==> src/rtl/lsu.sv <==
// Load/store unit: one bus transaction per instruction,
// aligned/extended result handed to writeback.
module lsu #(
  parameter int XLEN = 64
) (
  input  logic            clk,
  input  logic            rst,
  input  logic            in_valid,
  output logic            in_ready,
  input  logic            is_load_i,
  input  logic            is_store_i,
  input  logic [2:0]      funct3_i,
  input  logic [XLEN-1:0] addr_i,
  input  logic [XLEN-1:0] wdata_i,
  input  logic [4:0]      rd_i,
  output logic            req_valid,
  input  logic            req_ready,
  output logic            req_wen,
  output logic [XLEN-1:0] req_addr,
  output logic [63:0]     req_wdata,
  output logic [7:0]      req_wmask,
  input  logic            resp_valid,
  input  logic [63:0]     resp_rdata,
  output logic            out_valid,
  input  logic            out_ready,
  output logic [XLEN-1:0] out_data,
  output logic [4:0]      out_rd,
  output logic            out_misalign
);

  typedef enum logic [1:0] {
    IDLE,
    REQ,
    WAIT,
    DONE
  } state_t;

  state_t     state;
  logic       ld;
  logic [2:0] f3;
  logic [2:0] off;

  logic        in_off;
  logic        mis;
  logic [63:0] repl;
  logic [7:0]  mbase;
  logic [63:0] sh;
  logic [63:0] ext;

  assign in_ready  = (state == IDLE);
  assign req_valid = (state == REQ);
  assign out_valid = (state == DONE);

  // size comes from funct3[1:0] for both loads and stores
  always_comb begin
    mis   = 1'b0;
    repl  = wdata_i[63:0];
    mbase = 8'hff;
    in_off = 1'b0;
    case (funct3_i[1:0])
      2'b00: begin
        repl  = {8{wdata_i[7:0]}};
        mbase = 8'h01;
      end
      2'b01: begin
        mis   = addr_i[0];
        repl  = {4{wdata_i[15:0]}};
        mbase = 8'h03;
      end
      2'b10: begin
        mis   = |addr_i[1:0];
        repl  = {2{wdata_i[31:0]}};
        mbase = 8'h0f;
      end
      default: begin
        mis   = |addr_i[2:0];
        mbase = 8'hff;
      end
    endcase
    in_off = is_load_i | is_store_i;
  end

  always_comb begin
    sh  = resp_rdata >> {off, 3'b000};
    ext = sh;
    case (f3)
      3'b000:  ext = {{56{sh[7]}}, sh[7:0]};
      3'b001:  ext = {{48{sh[15]}}, sh[15:0]};
      3'b010:  ext = {{32{sh[31]}}, sh[31:0]};
      3'b100:  ext = {56'd0, sh[7:0]};
      3'b101:  ext = {48'd0, sh[15:0]};
      3'b110:  ext = {32'd0, sh[31:0]};
      default: ext = sh;
    endcase
  end

  always_ff @(posedge clk or posedge rst) begin
    if (rst) begin
      state        <= IDLE;
      ld           <= 1'b0;
      f3           <= 3'd0;
      off          <= 3'd0;
      req_wen      <= 1'b0;
      req_addr     <= '0;
      req_wdata    <= 64'd0;
      req_wmask    <= 8'd0;
      out_data     <= '0;
      out_rd       <= 5'd0;
      out_misalign <= 1'b0;
    end else begin
      case (state)
        IDLE: begin
          if (in_valid) begin
            ld     <= is_load_i;
            f3     <= funct3_i;
            off    <= addr_i[2:0];
            out_rd <= rd_i;
            if (!in_off) begin
              out_data     <= addr_i;
              out_misalign <= 1'b0;
              state        <= DONE;
            end else if (mis) begin
              out_data     <= '0;
              out_misalign <= 1'b1;
              state        <= DONE;
            end else begin
              out_misalign <= 1'b0;
              req_addr     <= {addr_i[XLEN-1:3], 3'b000};
              req_wen      <= is_store_i;
              req_wdata    <= is_store_i ?
                              (repl << {addr_i[2:0], 3'b000}) :
                              64'd0;
              req_wmask    <= is_store_i ?
                              (mbase << addr_i[2:0]) : 8'd0;
              state        <= REQ;
            end
          end
        end
        REQ: begin
          if (req_ready) state <= WAIT;
        end
        WAIT: begin
          if (resp_valid) begin
            out_data <= ld ? ext : '0;
            state    <= DONE;
          end
        end
        default: begin
          if (out_ready) state <= IDLE;
        end
      endcase
    end
  end

endmodule

==> config.mk <==
export PLATFORM = sky130hd
export DESIGN_NAME = lsu
export DESIGN_NICKNAME = d
export VERILOG_FILES = /design/src/rtl/lsu.sv
export SDC_FILE = /design/constraint.sdc
export NUM_CORES = 1
export LEC_CHECK = 0
export ABC_AREA = 1
export CORE_MARGIN = 8
export CORE_UTILIZATION = 43
export CTS_CLUSTER_SIZE = 8
export DETAILED_ROUTE_END_ITERATION = 10
export PLACE_DENSITY = 0.84
export REMOVE_ABC_BUFFERS = 1
export SLEW_MARGIN = 15
export SYNTH_ARGS = -nofsm -noshare
export SYNTH_HDL_FRONTEND = slang
export SYNTH_SLANG_ARGS = --single-unit
==> constraint.sdc <==
create_clock -name clk -period 8.6 [get_ports clk]
set_input_delay 1.29 -clock clk [delete_from_list [all_inputs] [get_ports clk]]
set_output_delay 1.29 -clock clk [all_outputs]
set_load 0.005 [all_outputs]
# After elaboration in Yosys (flattened, before gate mapping)
# Cells that the tools add are included.
word_totals:
  register_bits: 213
  latchBits: 0
  ramBits: 0
  mem_bits_ro: 0
  input_bits: 208
  out_inout_bits: 210
  word_cells: 62
  n_memories: 0
classes:
  addsub: 0
  n_mul: 0
  div_mod_pow: 0
  magnitude_cmp: 0
  eq_ne: 14
  shifts: 3
  mux: 21
  bitwise_logic: 2
  n_reduce_logical: 11
ops:
  columns: ["op", "n"]
  rows:
  - ["2-to-1 mux 64 bit", 6]
  - ["case mux 64 bit (6 select lines)", 1]
  - ["case mux 64 bit (3 select lines)", 1]
  - ["case mux 64 bit (2 select lines)", 1]
  - ["left shift 64 x 6 -> 64 bit", 1]
  - [">> shifter 64 x 6 -> 64 bit", 1]
  - ["case mux 8 bit (3 select lines)", 1]
  - ["2-to-1 mux 2 bit", 6]
  - ["AND reduction 4 bit", 3]
  - ["== test 3 bit (second input constant)", 3]
  - ["2-to-1 mux 8 bit", 1]
  - ["left shift 8 x 3 -> 8 bit", 1]
  - ["== test 2 bit (second input constant)", 3]
  - ["case mux 2 bit (3 select lines)", 1]
  - ["== test 2 x 1 -> 1 bit (second input constant)", 2]
  - ["logical NOT 2 bit", 2]
  - ["!= test 2 bit (second input constant)", 2]
  - ["nonzero test 4 bit", 1]
  - ["== test 3 x 1 -> 1 bit (second input constant)", 1]
  - ["== test 3 x 2 -> 1 bit (second input constant)", 1]
  - ["logical NOT 3 bit", 1]
  - ["!= test 3 x 2 -> 1 bit (second input constant)", 1]
  - ["case mux 1 bit (3 select lines)", 1]
  - ["OR reduction 3 bit", 1]
  - ["other kinds (7)", 8]

# Logic depth before layout (Yosys ltp)
logic_depth:
  ltp_word: 6
  depth_mapped: 13
  depth_no_buf: 12

# Worst setup path before layout
# No wires, ideal clock.
synth_timing:
  path_type: "input port to flip-flop"
  from: "input addr_i[0]"
  to: "register out_data[19]"
  setup_time_ps: 126
  arrival_ps: 2433
  t_required_ps: 8474
  setup_slack_ps: 6042
  stages: 10
  n_path_buf: 3
  path_cell_list: "buf_4 -> inv_2 -> o21ai_2 -> nand3_2 -> nand3_2 -> nand2_2 -> buf_6 -> buf_6 -> a21oi_1 -> a21oi_2"
synth_via:
  elab_chain_len: 4
  word_cells_on_any_way: 5
  classes_between: "eq/ne: 1; mux: 1; reduce/logical: 3"
synth_lines:
  columns: ["element", "line", "rtl"]
  rows:
  - ["start: declaration", "13", "input logic [XLEN-1:0] addr_i,"]
  - ["OR reduction 3 bit / OR reduction 2 bit (equally long branches)", "76, 71", null]
  - ["case mux 1 bit (3 select lines) *", "60", "case (funct3_i[1:0])"]
  - ["!= test 3 x 2 -> 1 bit (no line) *", null, null]
  - ["AND reduction 4 bit (no line) *", null, null]
  - ["end signal: assignment", "119", "out_data <= addr_i;"]
  - ["end signal: assignment", "144", "out_data <= ld ? ext : '0;"]
  - ["end: declaration", "26", "output logic [XLEN-1:0] out_data,"]
# Every way passes the cells marked *; elsewhere a longest branch is shown, timed or not.
# A chain may end at the register's enable or synchronous reset.

# Worst setup path in the final report
layout_timing:
  from: "input funct3_i[1]"
  to: "register req_wdata[23]"
layout_via:
  elab_chain_len: 4
  word_cells_on_any_way: 9
  classes_between: "eq/ne: 2; shift: 1; mux: 3; bitwise: 1; reduce/logical: 2"
layout_lines:
  columns: ["element", "line", "rtl"]
  rows:
  - ["start: declaration", "12", "input logic [2:0] funct3_i,"]
  - ["== test 2 bit (tied with other cells)", "60", null]
  - ["case mux 64 bit (3 select lines) / case mux 1 bit (3 select lines) (equally long branches)", "60", null]
  - ["left shift 64 x 6 -> 64 bit / NOT 1 bit (equally long branches)", null, null]
  - ["2-to-1 mux 64 bit / AND reduction 4 bit (equally long branches)", null, null]
  - ["end signal: assignment", "130", "req_wdata <= is_store_i ?"]
  - ["end: declaration", "20", "output logic [63:0] req_wdata,"]
# Several ways; a longest one is shown, not always the timed one.

==> metrics.md <==
| Metric | Value |
|---|---|
| H-Tree Depth | 1 |
| All-Layer GR Usage | 29.1% |
| Final WS setup | 4150 ps |
| Port Buffers | slightly above 400 |
| Cells along the critical path | clkdlybuf4s50_1 > buf_4 > nand2_2 > buf_4 > inv_2 > nand3_2 > nand3_2 > nand3_2 > nor2_4 > inv_2 > o21ai_0 |
| Sequential area share after synthesis | 39.5% |
| Number of global-route vias before repair | between 10,000 and 15,000 |
| Cell row count | 65 |
| Final Cycle Share | around 52% |
| Worst-skew pair later-pin latency | 550 ps |
| Largest net degree at the start of global routing | 97 |
| Vias | ~15,000 |
| CTS tree | done |
| Gr ovfl total | 0 |
| Cts repair resizes | 0 |
| Postcts setup bufs | 0 |
| Final hold violations | 0 |
| CP required | slightly above 9000 ps |
| Die Area | 37,300 um2 |
| Power density over the cells | 341 nW/um2 |
| R2R Path Start | state[0] |
| Initial Util | a little over two fifths |
| Longest Clk Path Bufs | 3 |
| EDFF count, synth | 0 |
| Final worst path period need | 4450 ps |
| Drt initial violations | approximately 1,700 |
| Initial antenna violation count | 3 |
| Asr flop ratio synth | between 90% and 100% |
| Critical path's slowest cell | nor2_4 |
| Synth top cells by count | nand2_1 (667), nand3_1 (241), dfrtp_1 (213) |
| CTS sink count | around 210 |
| Ratio of cells with drive above 1 in the final layout | ~7.4% |
| WP data arrival | around 4900 ps |
| RSZ-0062 raised after global routing | false |
| Detail Route Antenna Nets | 0 |
| Nets | 2,470 |
| Final core utilization | around 59% |
| Max-Slew Margin vs Limit | 23.2% |
| CP Buf/Inv Count | 5 |
| Share of the synthesized area in the top cell type | about two fifths |
| Crit path max-delay family | simple AND/OR/NAND/NOR gates |
| Count leader, synth | nand2_1 |
| Max Clock Freq | around 0.22 GHz |
| Worst Max-Slew Pin Slew | 1150 ps |
| Status | finished, final reports clean |
| Gpl congestion | between 0.9 and 1 |
| Cell leakage power | ~8.3 nW |
| DRC | 0 |
| CP startpoint | funct3_i[1] |
| Synth area leaders | dfrtp_1 (39%), nand2_1 (19%), nand3_1 (8.9%) |
| Final Non-Filler Cells | 2,667 |
| # IOs | roughly 420 |
| Max Slew Vio Count | 0 |
| WL per Instance | roughly 21 um |
| Die Y | roughly 190 um |
| Core box area | roughly 31,000 um2 |
| Post-Syn Area | approximately 13,000 um2 |
| Design Area, Final | around 18,000 um2 |
| #FFs+latches synth | about 210 |
| Synth warn | 0 |
| Cell repeated most along the worst path | nand3_2 |
| Final setup vio count | 0 |
| Worst Hold Class | flop to flop |
| Drt total wl | 56.8 mm |
| Num CTS Buffers | 30 |
| Synth cell types | 38 |
| Clk_skew | 14.7 ps |
| Die Width | 193 um |
| Maximum Capacitance Violations | 0 |
| Avg Cell Area, Syn | a little under 7 um2 |
| Clock root cell | clkbuf_16 |
| Top_reg_cell synth | dfrtp_1 |
| Hold_sp | req_addr[61] |
| First-pass GRT wire length | between 80 and 90 mm |
| Setup CP Type | primary input to flop |
| Worst-path clk slew | 50 ps |
| DP Worst Slack | 3640 ps |
| Synth-to-layout area growth | 35.8% |
| Critical Path Fanout Max | slightly above 60 |
| Setup TNS | 0 ps |
| Post-Syn Instances | roughly 1,900 |
| Hpwl dp | 40.6 mm |
| Leading area contributor after synthesis | dfrtp_1 |
| CP max stage delay | slightly below 900 ps |
| Dpl cell area | 17,500 um2 |
| Vias per inst | roughly 5.8 |
| DRT Pass-1 Iters | 6 |
| Peak supply drop | approximately 0.18 mV |
| Crit end category | flop |
| Cts hold-fix bufs | 0 |
| Placed cell count | 2,628 |
| Critical Path Start Type | primary input |
-- kinds of logic (layout without fill, tap and decap cells) --
group                      Yosys count  count (layout)  synth area share, %
and+or+nand+nor                   1064            1064                 33.0
AOI/OAI and AO/OA                  447             447                 19.5
other                                1               6               0.0278
adders and majority gates            4               4                0.371
buffers and inverters              209             531                 7.55
DFF                                213             213                 39.5
-- placed cells by master, fill, tap and decap left out, types with 4 or more instances in the layout --
cell type,instances
nand2_1,667
clkdlybuf4s50_1,413
nand3_1,241
dfrtp_1,210
o21ai_0,150
a21oi_1,133
nor2_1,107
a21oi_2,64
inv_1,49
o211ai_1,44
o21ai_1,37
clkbuf_16,31
or2_2,19
buf_4,18
inv_2,10
or2_1,8
nand2_2,6
nand3_2,5
a22oi_1,5
o22ai_1,5
clkbuf_1,5
ha_1,4
-- power by group --
group          internal [mW]  switching (mW)
clock                  0.630           0.426
combinational           1.52            1.86
sequential              1.48           0.344
-- cell type report --
class                      instances  area, um2
antenna                            3       7.51
clock buffer                      36        795
fill                            2824      12900
inverter                          63        246
multi-input combinational       1518       7170
sequential                       213       5330
tap                              402        503
timing repair buffer             432       4270
-- metal layers --
layer  part of all wire [%]  track usage (%)
met1                     38             36.1
met2                     46             47.8
met3                     12             8.42
met4                    3.6             10.6
met5                  0.040                0
-- registers in the layout, indices dropped and copies added (netlist names) --
register,flops
off,3
req_wen,1
req_wmask,8
f3,3
out_data,64
req_addr,61
out_misalign,1
ld,1
state,2
req_wdata,64
out_rd,5
-- per-stage QoR --
stage          hold WS (ps)  total power [mW]
6_report                475              6.25
2_1_floorplan           465              3.45
4_1_cts                 478              6.25
3_5_place_dp            464              5.16
5_1_grt                 498              6.67
3_3_place_gp            460              5.06
-- worst paths after layout --
check | cells after the start | slack (ps) | end
setup reg to reg | 8 | 4840 | req_wdata[23]
setup / recovery | 11 | 4150 | req_wdata[23]
hold / removal | 2 | 480 | req_addr[61]
max in group asynchronous | 3 | 5890 | out_data[37]
hold reg to reg | 2 | 480 | req_addr[61]
min in group asynchronous | 2 | 1290 | req_wdata[43]
-- worst min-delay path: stages (launching register included) --
cell and delay [ps]:
dfrtp_1 340, nand2_1 50, nand2_1 50
Note: power is estimated with default switching activity, not from simulation.
